$ cat config.mk
export PLATFORM = sky130hd
export DESIGN_NAME = fu_issue_scheduler_flat
export DESIGN_NICKNAME = d
export VERILOG_FILES = /design/src/rtl/fu_issue_scheduler_pkg.sv /design/src/rtl/fu_issue_scheduler_if.sv /design/src/rtl/fu_issue_scheduler_age_select.sv /design/src/rtl/fu_issue_scheduler.sv /design/src/flat_wrapper.sv
export SDC_FILE = /design/constraint.sdc
export NUM_CORES = 1
export LEC_CHECK = 0
export BUFFER_PORTS_ARGS = -buffer_cell sky130_fd_sc_hd__buf_2
export CORE_MARGIN = 5
export CORE_UTILIZATION = 59
export DETAILED_ROUTE_END_ITERATION = 6
export PLACE_DENSITY = 0.83
export SETUP_SLACK_MARGIN = 0.15
export SYNTH_ARGS = -nofsm -noshare
export SYNTH_HDL_FRONTEND = slang
export SYNTH_SLANG_ARGS = --single-unit
$ cat constraint.sdc
create_clock -name clk -period 20.9 [get_ports clk]
set_input_delay 3.135 -clock clk [delete_from_list [all_inputs] [get_ports clk]]
set_output_delay 3.135 -clock clk [all_outputs]
set_load 0.02 [all_outputs]
$ cat src/rtl/fu_issue_scheduler_pkg.sv
// Shared types and latency constants for the functional-unit issue scheduler.
package ooo_sched_pkg;

    typedef enum logic [1:0] {
        FU_ALU  = 2'd0,
        FU_MUL  = 2'd1,
        FU_DIV  = 2'd2,
        FU_RSVD = 2'd3
    } fu_class_t;

    localparam int ALU_LAT = 1;

    function automatic int max_lat(int mul_lat, int div_lat);
        return (mul_lat > div_lat) ? mul_lat : div_lat;
    endfunction

endpackage

$ cat src/rtl/fu_issue_scheduler_if.sv
// Issue-queue / scheduler / writeback-mux handshake bundle.
interface fu_issue_scheduler_if #(
    parameter int NUM_REQ      = 4,
    parameter int ROB_IDX_BITS = 4
);
    localparam int IDX_W = (NUM_REQ > 1) ? $clog2(NUM_REQ) : 1;

    logic                           flush;
    logic [NUM_REQ-1:0]             req_valid;
    logic [2*NUM_REQ-1:0]           req_fu;
    logic [ROB_IDX_BITS*NUM_REQ-1:0] req_rob_idx;
    logic [ROB_IDX_BITS-1:0]        rob_head;
    logic [NUM_REQ-1:0]             grant;
    logic                           grant_valid;
    logic [IDX_W-1:0]               grant_idx;
    logic [1:0]                     grant_fu;
    logic                           wb_valid;
    logic [1:0]                     wb_fu;
    logic                           div_busy;

    modport master (
        output flush, req_valid, req_fu, req_rob_idx, rob_head,
        input  grant, grant_valid, grant_idx, grant_fu, wb_valid, wb_fu, div_busy
    );

    modport slave (
        input  flush, req_valid, req_fu, req_rob_idx, rob_head,
        output grant, grant_valid, grant_idx, grant_fu, wb_valid, wb_fu, div_busy
    );
endinterface

$ cat src/rtl/fu_issue_scheduler_age_select.sv
// Combinational oldest-first picker: smallest (rob_idx - head) among eligible, ties to lowest slot.
module age_select #(
    parameter int NUM_REQ      = 4,
    parameter int ROB_IDX_BITS = 4,
    localparam int IDX_W       = (NUM_REQ > 1) ? $clog2(NUM_REQ) : 1
) (
    input  logic [NUM_REQ-1:0]              elig,
    input  logic [ROB_IDX_BITS*NUM_REQ-1:0] rob_idx,
    input  logic [ROB_IDX_BITS-1:0]         head,
    output logic [NUM_REQ-1:0]              onehot,
    output logic [IDX_W-1:0]                idx,
    output logic                            found
);
    logic [ROB_IDX_BITS-1:0] age [NUM_REQ];
    logic [ROB_IDX_BITS-1:0] best_age;

    // Modular subtraction makes indices that wrapped past the head count as younger.
    for (genvar i = 0; i < NUM_REQ; i++) begin : g_age
        assign age[i] = rob_idx[i*ROB_IDX_BITS +: ROB_IDX_BITS] - head;
    end

    always_comb begin
        found    = 1'b0;
        idx      = '0;
        best_age = '1;
        for (int i = 0; i < NUM_REQ; i++) begin
            if (elig[i] && (!found || age[i] < best_age)) begin
                found    = 1'b1;
                best_age = age[i];
                idx      = IDX_W'(i);
            end
        end
        onehot = found ? (NUM_REQ'(1) << idx) : '0;
    end
endmodule

$ cat src/rtl/fu_issue_scheduler.sv
// Grants one candidate per cycle to ALU/MUL/DIV, pre-booking the shared writeback port
// so that no two units ever complete in the same cycle.
module fu_issue_scheduler
    import ooo_sched_pkg::*;
#(
    parameter int NUM_REQ      = 4,
    parameter int ROB_IDX_BITS = 4,
    parameter int MUL_LAT      = 3,
    parameter int DIV_LAT      = 8
) (
    input logic                 clk,
    input logic                 rst_n,
    fu_issue_scheduler_if.slave bus
);
    localparam int MAX_LAT = max_lat(MUL_LAT, DIV_LAT);
    localparam int LAT_W   = $clog2(MAX_LAT + 1);
    localparam int CNT_W   = $clog2(DIV_LAT);
    localparam int IDX_W   = (NUM_REQ > 1) ? $clog2(NUM_REQ) : 1;

    logic [MAX_LAT-1:0]      resv;
    logic [MAX_LAT-1:0][1:0] resv_fu;
    logic [CNT_W-1:0]        div_cnt;

    logic [MAX_LAT:0]        resv_ext;
    logic [MAX_LAT:0][1:0]   resv_fu_ext;
    logic [MAX_LAT-1:0]      resv_nxt;
    logic [MAX_LAT-1:0][1:0] resv_fu_nxt;

    logic [NUM_REQ-1:0] elig;
    logic [NUM_REQ-1:0] sel_onehot;
    logic [IDX_W-1:0]   sel_idx;
    logic               sel_found;
    logic               grant_v;
    fu_class_t          gfu;
    logic [LAT_W-1:0]   grant_lat;
    logic               wb_v;

    function automatic logic [LAT_W-1:0] lat_of(fu_class_t cls);
        case (cls)
            FU_ALU:  lat_of = LAT_W'(ALU_LAT);
            FU_MUL:  lat_of = LAT_W'(MUL_LAT);
            FU_DIV:  lat_of = LAT_W'(DIV_LAT);
            default: lat_of = '0;
        endcase
    endfunction

    // Slot MAX_LAT is always free, so the longest-latency class never conflicts.
    assign resv_ext    = {1'b0, resv};
    assign resv_fu_ext = {2'b00, resv_fu};

    for (genvar i = 0; i < NUM_REQ; i++) begin : g_cand
        fu_class_t        cls;
        logic [LAT_W-1:0] lat;
        assign cls = fu_class_t'(bus.req_fu[2*i +: 2]);
        assign lat = lat_of(cls);
        assign elig[i] = bus.req_valid[i] && (cls != FU_RSVD) && !bus.flush
                         && !resv_ext[lat] && ((cls != FU_DIV) || (div_cnt == '0));
    end

    age_select #(
        .NUM_REQ      (NUM_REQ),
        .ROB_IDX_BITS (ROB_IDX_BITS)
    ) u_age_select (
        .elig    (elig),
        .rob_idx (bus.req_rob_idx),
        .head    (bus.rob_head),
        .onehot  (sel_onehot),
        .idx     (sel_idx),
        .found   (sel_found)
    );

    assign grant_v   = rst_n && sel_found;
    assign gfu       = grant_v ? fu_class_t'(bus.req_fu[2*sel_idx +: 2]) : FU_ALU;
    assign grant_lat = lat_of(gfu);

    assign bus.grant       = grant_v ? sel_onehot : '0;
    assign bus.grant_valid = grant_v;
    assign bus.grant_idx   = grant_v ? sel_idx : '0;
    assign bus.grant_fu    = gfu;

    // Shift the reservation ring toward slot 0 and book slot L-1 for this grant.
    always_comb begin
        resv_nxt    = '0;
        resv_fu_nxt = '0;
        for (int k = 0; k < MAX_LAT; k++) begin
            if (grant_v && (grant_lat == LAT_W'(k + 1))) begin
                resv_nxt[k]    = 1'b1;
                resv_fu_nxt[k] = gfu;
            end else begin
                resv_nxt[k]    = resv_ext[k+1];
                resv_fu_nxt[k] = resv_fu_ext[k+1];
            end
        end
    end

    always_ff @(posedge clk or negedge rst_n) begin
        if (!rst_n) begin
            resv    <= '0;
            resv_fu <= '0;
            div_cnt <= '0;
        end else if (bus.flush) begin
            resv    <= '0;
            resv_fu <= '0;
            div_cnt <= '0;
        end else begin
            resv    <= resv_nxt;
            resv_fu <= resv_fu_nxt;
            if (grant_v && (gfu == FU_DIV)) begin
                div_cnt <= CNT_W'(DIV_LAT - 1);
            end else if (div_cnt != '0) begin
                div_cnt <= div_cnt - 1'b1;
            end
        end
    end

    assign wb_v         = resv[0] && !bus.flush;
    assign bus.wb_valid = wb_v;
    assign bus.wb_fu    = wb_v ? resv_fu[0] : 2'b00;
    assign bus.div_busy = (div_cnt != '0);
endmodule
$ cat src/flat_wrapper.sv
// flat-port wrapper written by rule: the top's interface ports become plain ports
module fu_issue_scheduler_flat import ooo_sched_pkg::*;
#(
    parameter int NUM_REQ      = 4,
    parameter int ROB_IDX_BITS = 4,
    parameter int MUL_LAT      = 3,
    parameter int DIV_LAT      = 8
)
  (clk, rst_n, bus_flush, bus_req_valid, bus_req_fu, bus_req_rob_idx, bus_rob_head, bus_grant, bus_grant_valid, bus_grant_idx, bus_grant_fu, bus_wb_valid, bus_wb_fu, bus_div_busy);
  fu_issue_scheduler_if #(.NUM_REQ(NUM_REQ), .ROB_IDX_BITS(ROB_IDX_BITS)) bus_i ();
  input logic clk;
  input logic rst_n;
  input wire logic [$bits(bus_i.flush)-1:0] bus_flush;
  input wire logic [$bits(bus_i.req_valid)-1:0] bus_req_valid;
  input wire logic [$bits(bus_i.req_fu)-1:0] bus_req_fu;
  input wire logic [$bits(bus_i.req_rob_idx)-1:0] bus_req_rob_idx;
  input wire logic [$bits(bus_i.rob_head)-1:0] bus_rob_head;
  output wire logic [$bits(bus_i.grant)-1:0] bus_grant;
  output wire logic [$bits(bus_i.grant_valid)-1:0] bus_grant_valid;
  output wire logic [$bits(bus_i.grant_idx)-1:0] bus_grant_idx;
  output wire logic [$bits(bus_i.grant_fu)-1:0] bus_grant_fu;
  output wire logic [$bits(bus_i.wb_valid)-1:0] bus_wb_valid;
  output wire logic [$bits(bus_i.wb_fu)-1:0] bus_wb_fu;
  output wire logic [$bits(bus_i.div_busy)-1:0] bus_div_busy;
  assign bus_i.flush = bus_flush;
  assign bus_i.req_valid = bus_req_valid;
  assign bus_i.req_fu = bus_req_fu;
  assign bus_i.req_rob_idx = bus_req_rob_idx;
  assign bus_i.rob_head = bus_rob_head;
  assign bus_grant = bus_i.grant;
  assign bus_grant_valid = bus_i.grant_valid;
  assign bus_grant_idx = bus_i.grant_idx;
  assign bus_grant_fu = bus_i.grant_fu;
  assign bus_wb_valid = bus_i.wb_valid;
  assign bus_wb_fu = bus_i.wb_fu;
  assign bus_div_busy = bus_i.div_busy;
  fu_issue_scheduler #(.NUM_REQ(NUM_REQ), .ROB_IDX_BITS(ROB_IDX_BITS), .MUL_LAT(MUL_LAT), .DIV_LAT(DIV_LAT)) u_core (.clk(clk), .rst_n(rst_n), .bus(bus_i));
endmodule
# Word-level counts from Yosys, hierarchy flattened
# Cells that the tools add are included.
[classes] addsub=5 mul=0 n_div=0 n_lt_le_gt_ge=7 n_eq_ne=26 n_shift=2 n_mux=49 bitwise=0 reduce_logical=53
[ops] cell="4-bit case mux with 3 select lines" n=5
[ops] cell="1-bit logical AND" n=30
[ops] cell="2-bit two-way mux" n=13
[ops] cell="4-bit by 5-bit less-than comparator with 1-bit output, second input constant" n=4
[ops] cell="4-bit two-way mux" n=5
[ops] cell="1-bit two-way mux" n=17
[ops] cell="1-bit binary-select mux with 4-bit select" n=4
[ops] cell="4-bit by 3-bit equality test with 1-bit output, second input constant" n=4
[ops] cell="16-bit two-way mux" n=1
[ops] cell="2-bit != test, second input constant" n=8
[ops] cell="4-bit subtractor" n=4
[ops] cell="4-bit less-than comparator" n=3
[ops] cell="2-bit by 1-bit equality test with 1-bit output, second input constant" n=5
[ops] cell="2-bit equality test, second input constant" n=5
[ops] cell="2-bit logical NOT" n=5
[ops] cell="3-bit two-way mux" n=3
[ops] cell="4-bit by 2-bit equality test with 1-bit output, second input constant" n=2
[ops] cell="1-bit logical NOT" n=8
[ops] cell="8-bit two-way mux" n=1
[ops] cell="8-bit by 4-bit variable part select with 2-bit output" n=1
[ops] cell="1-bit logical OR" n=7
[ops] cell="3-bit nonzero test" n=2
[ops] cell="4-bit by 1-bit equality test with 1-bit output, second input constant" n=1
[ops] cell="4-bit equality test, second input constant" n=1
[ops] cell="other kinds (3)" n=3
[word_totals] regBits=27 latchBits=0 ramBits=0 mem_bits_ro=0 output_inout_bits=13 word_cells=152 memories=0

# Longest topological paths before layout
# Gate-level depths: netlist (run 1).
[logic_depth] depth_word=28 ltp_mapped=32

# Hierarchy
# Synthesis (run 1) repeated with hierarchy kept, for this count alone.
[hier_totals] cells_unflattened=237 hier_area_um2=2244.7
[by_module_without_submodules] mod="fu_issue_scheduler" instances=1 cells_per_inst=112 area_per_inst_um2=1219.9
[by_module_without_submodules] mod="age_select" instances=1 cells_per_inst=125 area_per_inst_um2=1024.7

# Least setup slack after synthesis (run 1)
# Ideal clock, no wire load.
[synth_path] path_type="input-to-output" start="in bus_rob_head[1]" end="out bus_grant_fu[1]" arrival_ps=8186 required_time_ps=17765 path_slack_ps=9579 cell_stages=26 n_path_buf=2 cell_sequence="inv_1 ha_1 a21o_1 a21oi_1 xnor2_1 nor2_1 ha_1 and2_0 a31oi_1 o21ai_1 o21a_1 inv_1 ha_1 a21oi_1 nand3b_1 o31a_1 buf_2 mux2_2 ha_1 a211oi_1 o2111ai_1 o221a_2 buf_2 nor2b_1 a31oi_4 nor2_1"
[synth_between] elab_chain_cells=16
[synth_lines] item="from (decl)" line="flat_wrapper.sv:17" rtl="input wire logic [$bits(bus_i.rob_head)-1:0] bus_rob_head;"
[synth_lines] item="4-bit subtractor" line="fu_issue_scheduler_age_select.sv:19" rtl="assign age[i] = rob_idx[i*ROB_IDX_BITS +: ROB_IDX_BITS] - head;"
[synth_lines] item="4-bit two-way mux" line="fu_issue_scheduler_age_select.sv:27" rtl="if (elig[i] && (!found || age[i] < best_age)) begin"
[synth_lines] item="4-bit less-than comparator" line="fu_issue_scheduler_age_select.sv:27"
[synth_lines] item="1-bit logical OR" line="fu_issue_scheduler_age_select.sv:27"
[synth_lines] item="1-bit logical AND" line="fu_issue_scheduler_age_select.sv:27"
[synth_lines] item="4-bit two-way mux or 1-bit two-way mux (tied branches)" line="fu_issue_scheduler_age_select.sv:27"
[synth_lines] item="4-bit less-than comparator or 1-bit logical NOT (tied branches)" line="fu_issue_scheduler_age_select.sv:27"
[synth_lines] item="1-bit logical OR" line="fu_issue_scheduler_age_select.sv:27"
[synth_lines] item="1-bit logical AND" line="fu_issue_scheduler_age_select.sv:27"
[synth_lines] item="4-bit two-way mux or 1-bit two-way mux (tied branches)" line="fu_issue_scheduler_age_select.sv:27"
[synth_lines] item="4-bit less-than comparator or 1-bit logical NOT (tied branches)" line="fu_issue_scheduler_age_select.sv:27"
[synth_lines] item="1-bit logical OR" line="fu_issue_scheduler_age_select.sv:27"
[synth_lines] item="1-bit logical AND" line="fu_issue_scheduler_age_select.sv:27"
[synth_lines] item="2-bit two-way mux or 1-bit two-way mux (tied branches)" line="fu_issue_scheduler_age_select.sv:27"
[synth_lines] item="8-bit by 4-bit variable part select with 2-bit output or 1-bit logical AND (tied branches)" line="fu_issue_scheduler.sv:73, fu_issue_scheduler.sv:72"
[synth_lines] item="2-bit two-way mux *" line="fu_issue_scheduler.sv:73" rtl="assign gfu = grant_v ? fu_class_t'(bus.req_fu[2*sel_idx +: 2]) : FU_ALU;"
[synth_lines] item="to (decl)" line="flat_wrapper.sv:21" rtl="output wire logic [$bits(bus_i.grant_fu)-1:0] bus_grant_fu;"
# Mark *: on every way between the ends. The rest lies on a longest branch, timed or not.

# Worst setup path in the final report (run 1)
# Same ends and word-level chain as after synthesis.

==> flow_metrics.tcl, run 1 <==
set metrics [dict create \
    ys_seq_area_share_pct 29.8 \
    hp-class "register to register" \
    setup_slack_ns 8.92 \
    postLayoutCoreUtil_pct 69.8 \
    drt_iter0_markers 249 \
    place_ws_ns 8.95 \
    setup_viol 0 \
    max-slew-margin-rel_pct 61.0 \
    core_area_mm2 0.00369 \
    synthArstFlopShare_pct 100 \
    start_util_pct 61.5 \
    cts_htree_levels 1 \
    fill_cells 305 \
    synth_area_mm2 0.00227 \
    diodes 0 \
    grt_setup_unrepaired "no" \
    clkTransAtPathRegs_ns 0.08 \
    drc 0 \
    hp-start "u_core.resv_fu[6]" \
    grt_max_degree 29 \
    postSynthAreaPerCell_um2 9.26 \
    power.density_mw_per_mm2 67.1 \
    maxSlewViolCount 0 \
    grt_pass1_vias 1785 \
    synth_flop_cell "dfrtp_1" \
    pwr-share-comb_pct 48.1 \
    postCtsResizedCells 0 \
    crit_slowest_cell "o31a_1" \
    cap_violations 0 \
    switching_share_pct 38.5 \
    ir_drop_v 0.0000561 \
    worst_path_most_repeated_cell "ha_1" \
    cts_setup_buffers 0 \
    synthTopCellsByArea "dfrtp_1 (30%), ha_1 (12%), nor2b_1 (6.1%)" \
    ant_nets 0 \
    clk_latency_ns 0.26 \
    hold_depth 1 \
    critical_path.max_fanout 14 \
    yosys_warnings 0 \
    synth_top_family_by_area "simple AND/OR/NAND/NOR gates" \
    vias 1913 \
    synth_cell_type_count 62 \
    io_buffers 47 \
    clock_sinks 27 \
    ys_ff_latch 27 \
    fin_setup_tns_ns 0 \
    clock_skew_ns 0.00141 \
    root_buffer "clkbuf_8" \
    gp_congestion 0.897 \
    synth-simple-area-share_pct 21.4 \
    wl_mm 4.74 \
    synth_edf_count 0 \
    critPathRequiredTime_ns 17.77 \
    switching_power_mw 0.0666 \
    power_mw 0.173 \
    gr-total-overflow 0 \
    timing.fmax_mhz 83.5 \
    clockBufferDepth 2 \
    timing.critical_path.arrival_ns 8.84 \
    hold_viol 0 \
    status "complete, no violations" \
    period_minus_slack_ns 11.98 \
    drive_gt1_share_pct 22.5 \
    holdPathEnd "u_core.resv_fu[4]" \
    yosys.cell_count.top_type "dfrtp_1" \
    period_share_pct 57.3 \
    rows 22 \
    worstMarginPinSlew_ns 0.585 \
    reg2regPathDepth 24 \
    yosysTopAreaCell "dfrtp_1" \
    cp-startpoint "bus_rob_head[1]" \
    leakage_nw 1.31 \
    critPathMaxStageDelay_ns 0.44 \
    r2r_start "u_core.div_cnt[0]" \
    crit_type "primary input to primary output" \
    grt_pass1_wl_mm 7.93 \
    synthDominantCellAreaShare_pct 29.8 \
    die_area_mm2 0.00519 \
    reg2reg_to "u_core.resv_fu[1]" \
    post-dp-hpwl_mm 3.88 \
    p_int_mw 0.106 \
    pwr-share-seq_pct 35.5 \
    cts_tree "built" \
    io_pins 48 \
    synth_nets 306 \
    path_buf_inv 3 \
    track_usage_pct 18.7 \
    synth_cells 245 \
    ys_top_cells_by_count "dfrtp_1 (27), ha_1 (22), nor2b_1 (22)" \
    synth_xor_area_share_pct 5.02 \
    synthToLayoutAreaGrowth_pct 13.5 \
    dr.pass1.iters 4 \
    antenna_found_initial 0 \
    synthMuxAreaShare_pct 2.76 \
    cts_hold_buf 0 \
    r2r_slack_ns 14.89 \
    synth_compound_area_share_pct 20.2 \
    num-nets-final 351 \
    cpLargestDelayFamily "compound AO/OA/AOI/OAI gates" \
    synth_fa_ha_area_share_pct 15.7 \
    cp-end-kind "primary output" \
    wl_per_cell_um 14.1 \
    cts_buffers 3 \
    vias_per_cell 5.68 \
    multi_input_area_mm2 0.00148 \
    seq_area_um2 676 \
    chipHeight_um 72.0 \
    pwr-share-clk_pct 16.4 \
    worst_setup_path_start_kind "primary input" \
    die_w_um 72.0 \
]
[flip-flops by register name (all words and copies together) (netlist names)]
register,count
u_core.resv_fu,16
u_core.resv,8
u_core.div_cnt,3
[layout by cell type, fill, tap and decap left out, types with 2 or more instances in the layout]
| cell | n |
|---|---|
| a22oi_1 | 2 |
| inv_1 | 19 |
| o21ai_0 | 9 |
| nor3b_1 | 5 |
| mux2i_1 | 4 |
| nor2b_1 | 22 |
| mux2_2 | 2 |
| nand3_1 | 3 |
| nand2b_1 | 6 |
| a21oi_1 | 9 |
| xor2_1 | 4 |
| a211oi_1 | 2 |
| nor2_1 | 17 |
| and2_1 | 2 |
| o22ai_1 | 5 |
| xnor2_1 | 9 |
| buf_2 | 47 |
| and3_1 | 6 |
| o21a_1 | 2 |
| clkbuf_8 | 3 |
| a21o_1 | 6 |
| a31oi_1 | 2 |
| fa_1 | 4 |
| nand2_1 | 12 |
| dfrtp_1 | 27 |
| a31oi_2 | 2 |
| a221o_1 | 2 |
| ha_1 | 22 |
[cells by family (layout without fill, tap and decap cells)]
logic type,count (synthesis),count (layout)
buffers and inverters,27,71
multiplexers,6,6
AO/OA/AOI/OAI,60,60
other,1,1
AND/OR/NAND/NOR,85,85
flip-flops,27,27
XOR/XNOR,13,13
adder cells (fa/ha/maj),26,26
[through the flow]
step / instance area [um2] / std cells / hold WS (ns)
finish: 2580 / 337 / 0.462
global route: 2580 / 337 / 0.472
CTS: 2580 / 337 / 0.465
detailed placement: 2530 / 333 / 0.445
global placement: 2530 / 333 / 0.435
floorplan: 2270 / 245 / 0.431
[worst max-delay path by stage]
stage,cells past startpoint,endpoint
after floorplan,26,bus_grant_fu[1]
after global placement,27,bus_grant_fu[1]
after detailed placement,27,bus_grant_fu[1]
after CTS,27,bus_grant_fu[1]
after global routing,27,bus_grant_fu[1]
final,27,bus_grant_fu[1]
[power groups by stage]
stage          Clock, mW  Sequential [mW]  Combinational (mW)
2_1_floorplan          0           0.0610              0.0612
3_5_place_dp           0           0.0620              0.0818
3_3_place_gp           0           0.0619              0.0791
4_1_cts           0.0294           0.0610              0.0826
5_1_grt           0.0320           0.0618              0.0923
6_report          0.0284           0.0613              0.0831
[metal layers]
layer  up-vias  GRT usage (%)  share of wire, %
met2        80           30.6                46
li1        955              -                 -
met3        11           3.46               7.2
met1       867           25.9                46
met4         0           3.97               1.1
met5         -              0                 0
[area by class of cell]
cell class / count / share of cell area (%)
Sequential cell: 27 / 26.2
Timing Repair Buffer: 48 / 9.42
Clock buffer: 4 / 1.75
Multi-Input combinational cell: 191 / 57.5
Inverter: 19 / 2.77
Tap cell: 48 / 2.33
Note: power is estimated with default switching activity, not from simulation.
==> run 2, diff against run 1 <==
Settings changed: CORE_UTILIZATION 59 to 50, PLACE_DENSITY 0.83 to 0.75.
Clock period 20.9 ns to 10.44 ns, I/O delays scaled along.
==> run 2 against run 1 <==
Die area up 15%. Sequential share of layout area is 0.051 points lower. Worst hold slack improved by 0.0047 ns. Clock power increased by 100%. Routed wire length is 5.1% higher. Combinational power up 96%. Critical path depth unchanged. Total power is 98% higher. Register-to-register slack lost 11 ns.
==> flow_metrics.tcl, run 2 (synthesized netlist as in run 1, its figures left out) <==
set metrics [dict create \
    r2r_start "u_core.div_cnt[0]" \
    largest_register_ff_count 16 \
    period_minus_slack_ns 8.90 \
    postCtsResizedCells 0 \
    post-dp-hpwl_mm 4.04 \
    die_area_mm2 0.00599 \
    mostFrequentLayoutCell "buf_2" \
    clock_sinks 27 \
    vias_per_cell 5.72 \
    critPathMaxStageDelay_ns 0.44 \
    postPlaceCellArea_mm2 0.00254 \
    grt_setup_unrepaired "no" \
    worst_path_most_repeated_cell "ha_1" \
    vias 1949 \
    cts_hold_buf 0 \
    holdPathEnd "u_core.resv_fu[8]" \
    hold_viol 0 \
    grt_pass1_vias 1923 \
    io_pins 48 \
    reg2regPathDepth 24 \
    status "complete, no violations" \
    hold_depth 1 \
    track_usage_pct 16.9 \
    path_buf_inv 3 \
    design_area_mm2 0.00258 \
    gp_congestion 0.842 \
    timing.fmax_mhz 112 \
    diodes 0 \
    critPathRequiredTime_ns 8.87 \
    switching_power_mw 0.131 \
    p_int_mw 0.212 \
    io_buffers 47 \
    start_util_pct 51.8 \
    critical_path.max_fanout 14 \
    fill_cells 400 \
    drc 0 \
    hp-start "u_core.resv_fu[10]" \
    drt_iter0_markers 91 \
    clkTransAtPathRegs_ns 0.08 \
    cpLargestDelayFamily "compound AO/OA/AOI/OAI gates" \
    chipHeight_um 77.4 \
    max-slew-margin-rel_pct 60.6 \
    timing.critical_path.arrival_ns 7.33 \
    leakage_nw 1.31 \
    r2r_slack_ns 4.29 \
    worst_hold_slack_ns 0.466 \
    wl_per_cell_um 14.6 \
    worstMarginPinSlew_ns 0.591 \
    core_area_mm2 0.00438 \
    crit_slowest_cell "o31a_1" \
    ir_drop_v 0.000128 \
    crit_type "primary input to primary output" \
    pwr-share-comb_pct 47.5 \
    grt_max_degree 29 \
    cts_tree "built" \
    cap_violations 0 \
    antenna_found_initial 0 \
    grt_pass1_wl_mm 8.66 \
    clockBufferDepth 2 \
    period_share_pct 85.2 \
    clock_skew_ns 0.00308 \
    drive_gt1_share_pct 22.5 \
    ant_nets 0 \
    wl_mm 4.99 \
    num-nets-final 351 \
    reg2reg_to "u_core.resv[0]" \
    setup_viol 0 \
    cts_htree_levels 1 \
    switching_share_pct 38.1 \
    rows 24 \
    power.density_mw_per_mm2 133 \
    largest_registers "u_core.resv_fu: 16 flops, u_core.resv: 8 flops, u_core.div_cnt: 3 flops" \
    pwr-share-seq_pct 35.8 \
    die_w_um 77.4 \
    cp-end-kind "primary output" \
    clk_latency_ns 0.27 \
    cts_buffers 3 \
    layout_common_cells "buf_2 (47), dfrtp_1 (27), nor2b_1 (22), ha_1 (22), inv_1 (19)" \
    synthToLayoutAreaGrowth_pct 13.7 \
    root_buffer "clkbuf_8" \
    hp-class "register to register" \
    dr.pass1.iters 4 \
    gr-total-overflow 0 \
    pwr-share-clk_pct 16.7 \
    regMostFlops "u_core.resv_fu" \
    worst_setup_path_start_kind "primary input" \
    fin_setup_tns_ns 0 \
    cts_setup_buffers 0 \
    maxSlewViolCount 0 \
]
-- run 2: cell counts in the layout (fill, tap and decap cells not counted) --
No cell type changed its count.
-- run 2: worst max-delay path by stage --
stage | depth (start not counted) | slack, ns | from | end
3_3_place_gp | 27 | 1.78 | bus_rob_head[1] | bus_grant_fu[1]
5_1_grt | 27 | 0.85 | bus_rob_head[1] | bus_grant_fu[1]
4_1_cts | 27 | 1.48 | bus_rob_head[1] | bus_grant_fu[1]
3_5_place_dp | 27 | 1.53 | bus_rob_head[1] | bus_grant_fu[1]
2_1_floorplan | 26 | 2.26 | bus_rob_head[1] | bus_grant_fu[1]
6_report | 27 | 1.54 | bus_rob_head[1] | bus_grant_fu[1]
-- run 2: cell type report --
type                            instances  area (um2)  share of cell area [%]
Multi-Input combinational cell        191        1480                    57.4
Sequential cell                        27         676                    26.2
Timing Repair Buffer                   48         243                    9.40
Inverter                               19        71.3                    2.76
Tap cell                               52        65.1                    2.52
Clock buffer                            4        45.0                    1.75
-- run 2: stage by stage --
step | power (mW) | util (%) | std cells | setup WS [ns]
floorplan | 0.245 | - | 245 | 2.26
global placement | 0.283 | 57.8 | 337 | 1.78
detailed placement | 0.286 | 57.8 | 337 | 1.53
CTS | 0.346 | 58.9 | 341 | 1.48
global route | 0.372 | 58.9 | 341 | 0.850
finish | 0.343 | 58.9 | 341 | 1.54
-- run 2: metal layers --
layer  routed length, um  part of all wire (%)  GRT usage (%)
met5                   0                     0              0
met1                2190                    44           24.4
met2                2390                    48           27.1
met4                  26                  0.52           2.06
met3                 385                   7.7           3.24
-- run 2: power groups by stage --
| stage | Clock [mW] | Combinational, mW | Sequential, mW |
|---|---|---|---|
| 2_1_floorplan | 0 | 0.123 | 0.122 |
| 3_3_place_gp | 0 | 0.158 | 0.124 |
| 3_5_place_dp | 0 | 0.162 | 0.125 |
| 4_1_cts | 0.0604 | 0.163 | 0.123 |
| 5_1_grt | 0.0644 | 0.183 | 0.124 |
| 6_report | 0.0573 | 0.163 | 0.123 |
==> run 3, diff against run 2 <==
Settings changed: SYNTH_HIERARCHICAL from default to 1.
==> run 3 against run 2 <==
Setup slack got worse by 0.017 ns. Design area about the same. Sequential share of layout area barely moved. Largest cell class unchanged. Highest routed layer unchanged.
==> flow_metrics.tcl, run 3 <==
set metrics [dict create \
    synthToLayoutAreaGrowth_pct 15.1 \
    hp-class "register to register" \
    dr.pass1.iters 4 \
    seq_area_um2 676 \
    reg2regPathDepth 30 \
    synthTopCellsByArea "dfrtp_1 (30%), ha_1 (13%), nor2b_1 (5.9%)" \
    post-dp-hpwl_mm 3.87 \
    cts_tree "built" \
    regMostFlops "u_core/resv_fu" \
    ant_nets 0 \
    yosys.cell_count.top_type "dfrtp_1" \
    power.density_mw_per_mm2 125 \
    synth_nets 299 \
    hold_viol 0 \
    synth_fa_ha_area_share_pct 16.4 \
    ys_ff_latch 27 \
    cts_htree_levels 1 \
    worstMarginPinSlew_ns 1.00 \
    yosysTopAreaCell "dfrtp_1" \
    cp-end-kind "primary output" \
    synth_flop_cell "dfrtp_1" \
    max-slew-margin-rel_pct 33.1 \
    rows 24 \
    critPathRequiredTime_ns 8.87 \
    synth_cell_type_count 49 \
    clockBufferDepth 2 \
    grt_pass1_wl_mm 7.89 \
    die_w_um 77 \
    holdPathEnd "u_core/resv_fu[11]" \
    gr-total-overflow 0 \
    gp_congestion 0.922 \
    start_util_pct 51.6 \
    cts_setup_buffers 0 \
    synth_compound_area_share_pct 19.0 \
    synthMuxAreaShare_pct 4.07 \
    cp-startpoint "bus_rob_head[1]" \
    layout_common_cells "buf_2 (47), dfrtp_1 (27), ha_1 (23)" \
    critical_path.max_fanout 8 \
    largest_registers "u_core/resv_fu: 16 flops, u_core/resv: 8 flops, u_core/div_cnt: 3 flops" \
    period_minus_slack_ns 8.92 \
    maxSlewViolCount 0 \
    synth_edf_count 0 \
    postSynthAreaPerCell_um2 9.47 \
    synthDominantCellAreaShare_pct 30.1 \
    chipHeight_um 77 \
    r2r_slack_ns 3.98 \
    die_area_mm2 0.00593 \
    synth_xor_area_share_pct 4.68 \
    antenna_found_initial 0 \
    period_share_pct 85.4 \
    fill_cells 391 \
    cap_violations 0 \
    cts_buffers 3 \
    grt_setup_unrepaired "no" \
    r2r_start "u_core/div_cnt[0]" \
    vias_per_cell 5.45 \
    io_buffers 47 \
    status "complete, no violations" \
    final_cells 337 \
    postLayoutCoreUtil_pct 59.3 \
    largest_register_ff_count 16 \
    timing.critical_path.arrival_ns 7.35 \
    core_area_mm2 0.00435 \
    synth_area_mm2 0.00224 \
    postCtsResizedCells 0 \
    wl_per_cell_um 13.9 \
    cts_hold_buf 0 \
    diodes 0 \
    num-nets-final 348 \
    hold_depth 1 \
    root_buffer "clkbuf_8" \
    ys_seq_area_share_pct 30.1 \
    setup_viol 0 \
    wl_mm 4.70 \
    io_pins 48 \
    mostFrequentLayoutCell "buf_2" \
    drc 0 \
    ys_top_cells_by_count "dfrtp_1 (27), ha_1 (23), inv_1 (22)" \
    timing.fmax_mhz 112 \
    hp-start "u_core/resv_fu[13]" \
    multi_input_area_mm2 0.00146 \
    setup_slack_ns 1.52 \
    vias 1838 \
    reg2reg_to "u_core/div_cnt[2]" \
    synth_top_family_by_area "simple AND/OR/NAND/NOR gates" \
    clock_sinks 27 \
    synthArstFlopShare_pct 100 \
    clkTransAtPathRegs_ns 0.09 \
    synth-simple-area-share_pct 21.0 \
    dp.cells 333 \
    drt_iter0_markers 93 \
    place_ws_ns 1.57 \
    grt_pass1_vias 1733 \
    yosys_warnings 6 \
    clk_latency_ns 0.27 \
    fin_setup_tns_ns 0 \
    worst_setup_path_start_kind "primary input" \
    crit_type "primary input to primary output" \
    ir_drop_v 0.000108 \
    synth_cells 237 \
    power_mw 0.324 \
    leakage_nw 1.35 \
    drive_gt1_share_pct 24.6 \
    grt_max_degree 37 \
    track_usage_pct 16.1 \
    clock_skew_ns 0.00195 \
]
run 3: layout make-up:
type | count | area share, %
multi-input combinational | 182 | 56.7
timing repair buffer | 48 | 9.39
sequential | 27 | 26.2
inverter | 24 | 3.49
clock inverter | 1 | 0.194
tap | 52 | 2.52
clock buffer | 3 | 1.60
run 3: worst max-delay path, cell delays in order:
cell,delay (ns)
buf_2,0.09
inv_1,0.27
ha_1,0.30
a21o_1,0.17
a21oi_1,0.16
xnor2_1,0.18
ha_1,0.32
nor2_1,0.14
o41ai_4,0.47
nor2_1,0.11
a21oi_1,0.18
inv_1,0.07
ha_1,0.27
o21ai_0,0.13
a21oi_1,0.20
nor2_1,0.11
a21oi_4,0.22
mux2i_1,0.26
ha_1,0.27
a21oi_1,0.25
o2111ai_1,0.15
a21oi_1,0.21
o21bai_2,0.17
a21o_1,0.18
mux4_2,0.57
and2_1,0.18
buf_2,0.15
run 3: kinds of logic after synthesis:
kind of cell    Yosys count
simple gates             82
xor+xnor                 12
flops                    27
buf+inv                  28
fa+ha+maj                27
mux                       7
compound gates           53
other cells               1
run 3: per-stage QoR:
| step | hold slack, ns | instance area, um2 |
|---|---|---|
| floorplan | 0.439 | 2240 |
| global placement | 0.442 | 2540 |
| detailed placement | 0.447 | 2540 |
| CTS | 0.472 | 2580 |
| global route | 0.488 | 2580 |
| finish | 0.467 | 2580 |
run 3: worst max-delay path by stage:
stage | cells past startpoint | end
CTS | 27 | bus_grant_fu[1]
floorplan | 26 | bus_grant_fu[1]
global placement | 27 | bus_grant_fu[1]
finish | 27 | bus_grant_fu[1]
detailed placement | 27 | bus_grant_fu[1]
global route | 27 | bus_grant_fu[1]
run 3: power breakdown:
group / switching, mW / total, mW / internal [mW]
Sequential: 0.00354 / 0.115 / 0.112
Clock: 0.0311 / 0.0578 / 0.0267
Combinational: 0.0874 / 0.151 / 0.0635
run 3: metal layers:
layer,vias up,routed length (um),GRT usage [%]
met4,0,15,1.55
met3,6,263,3.51
li1,923,-,-
met2,52,2280,26.9
met1,857,2140,22.1
met5,-,0,0
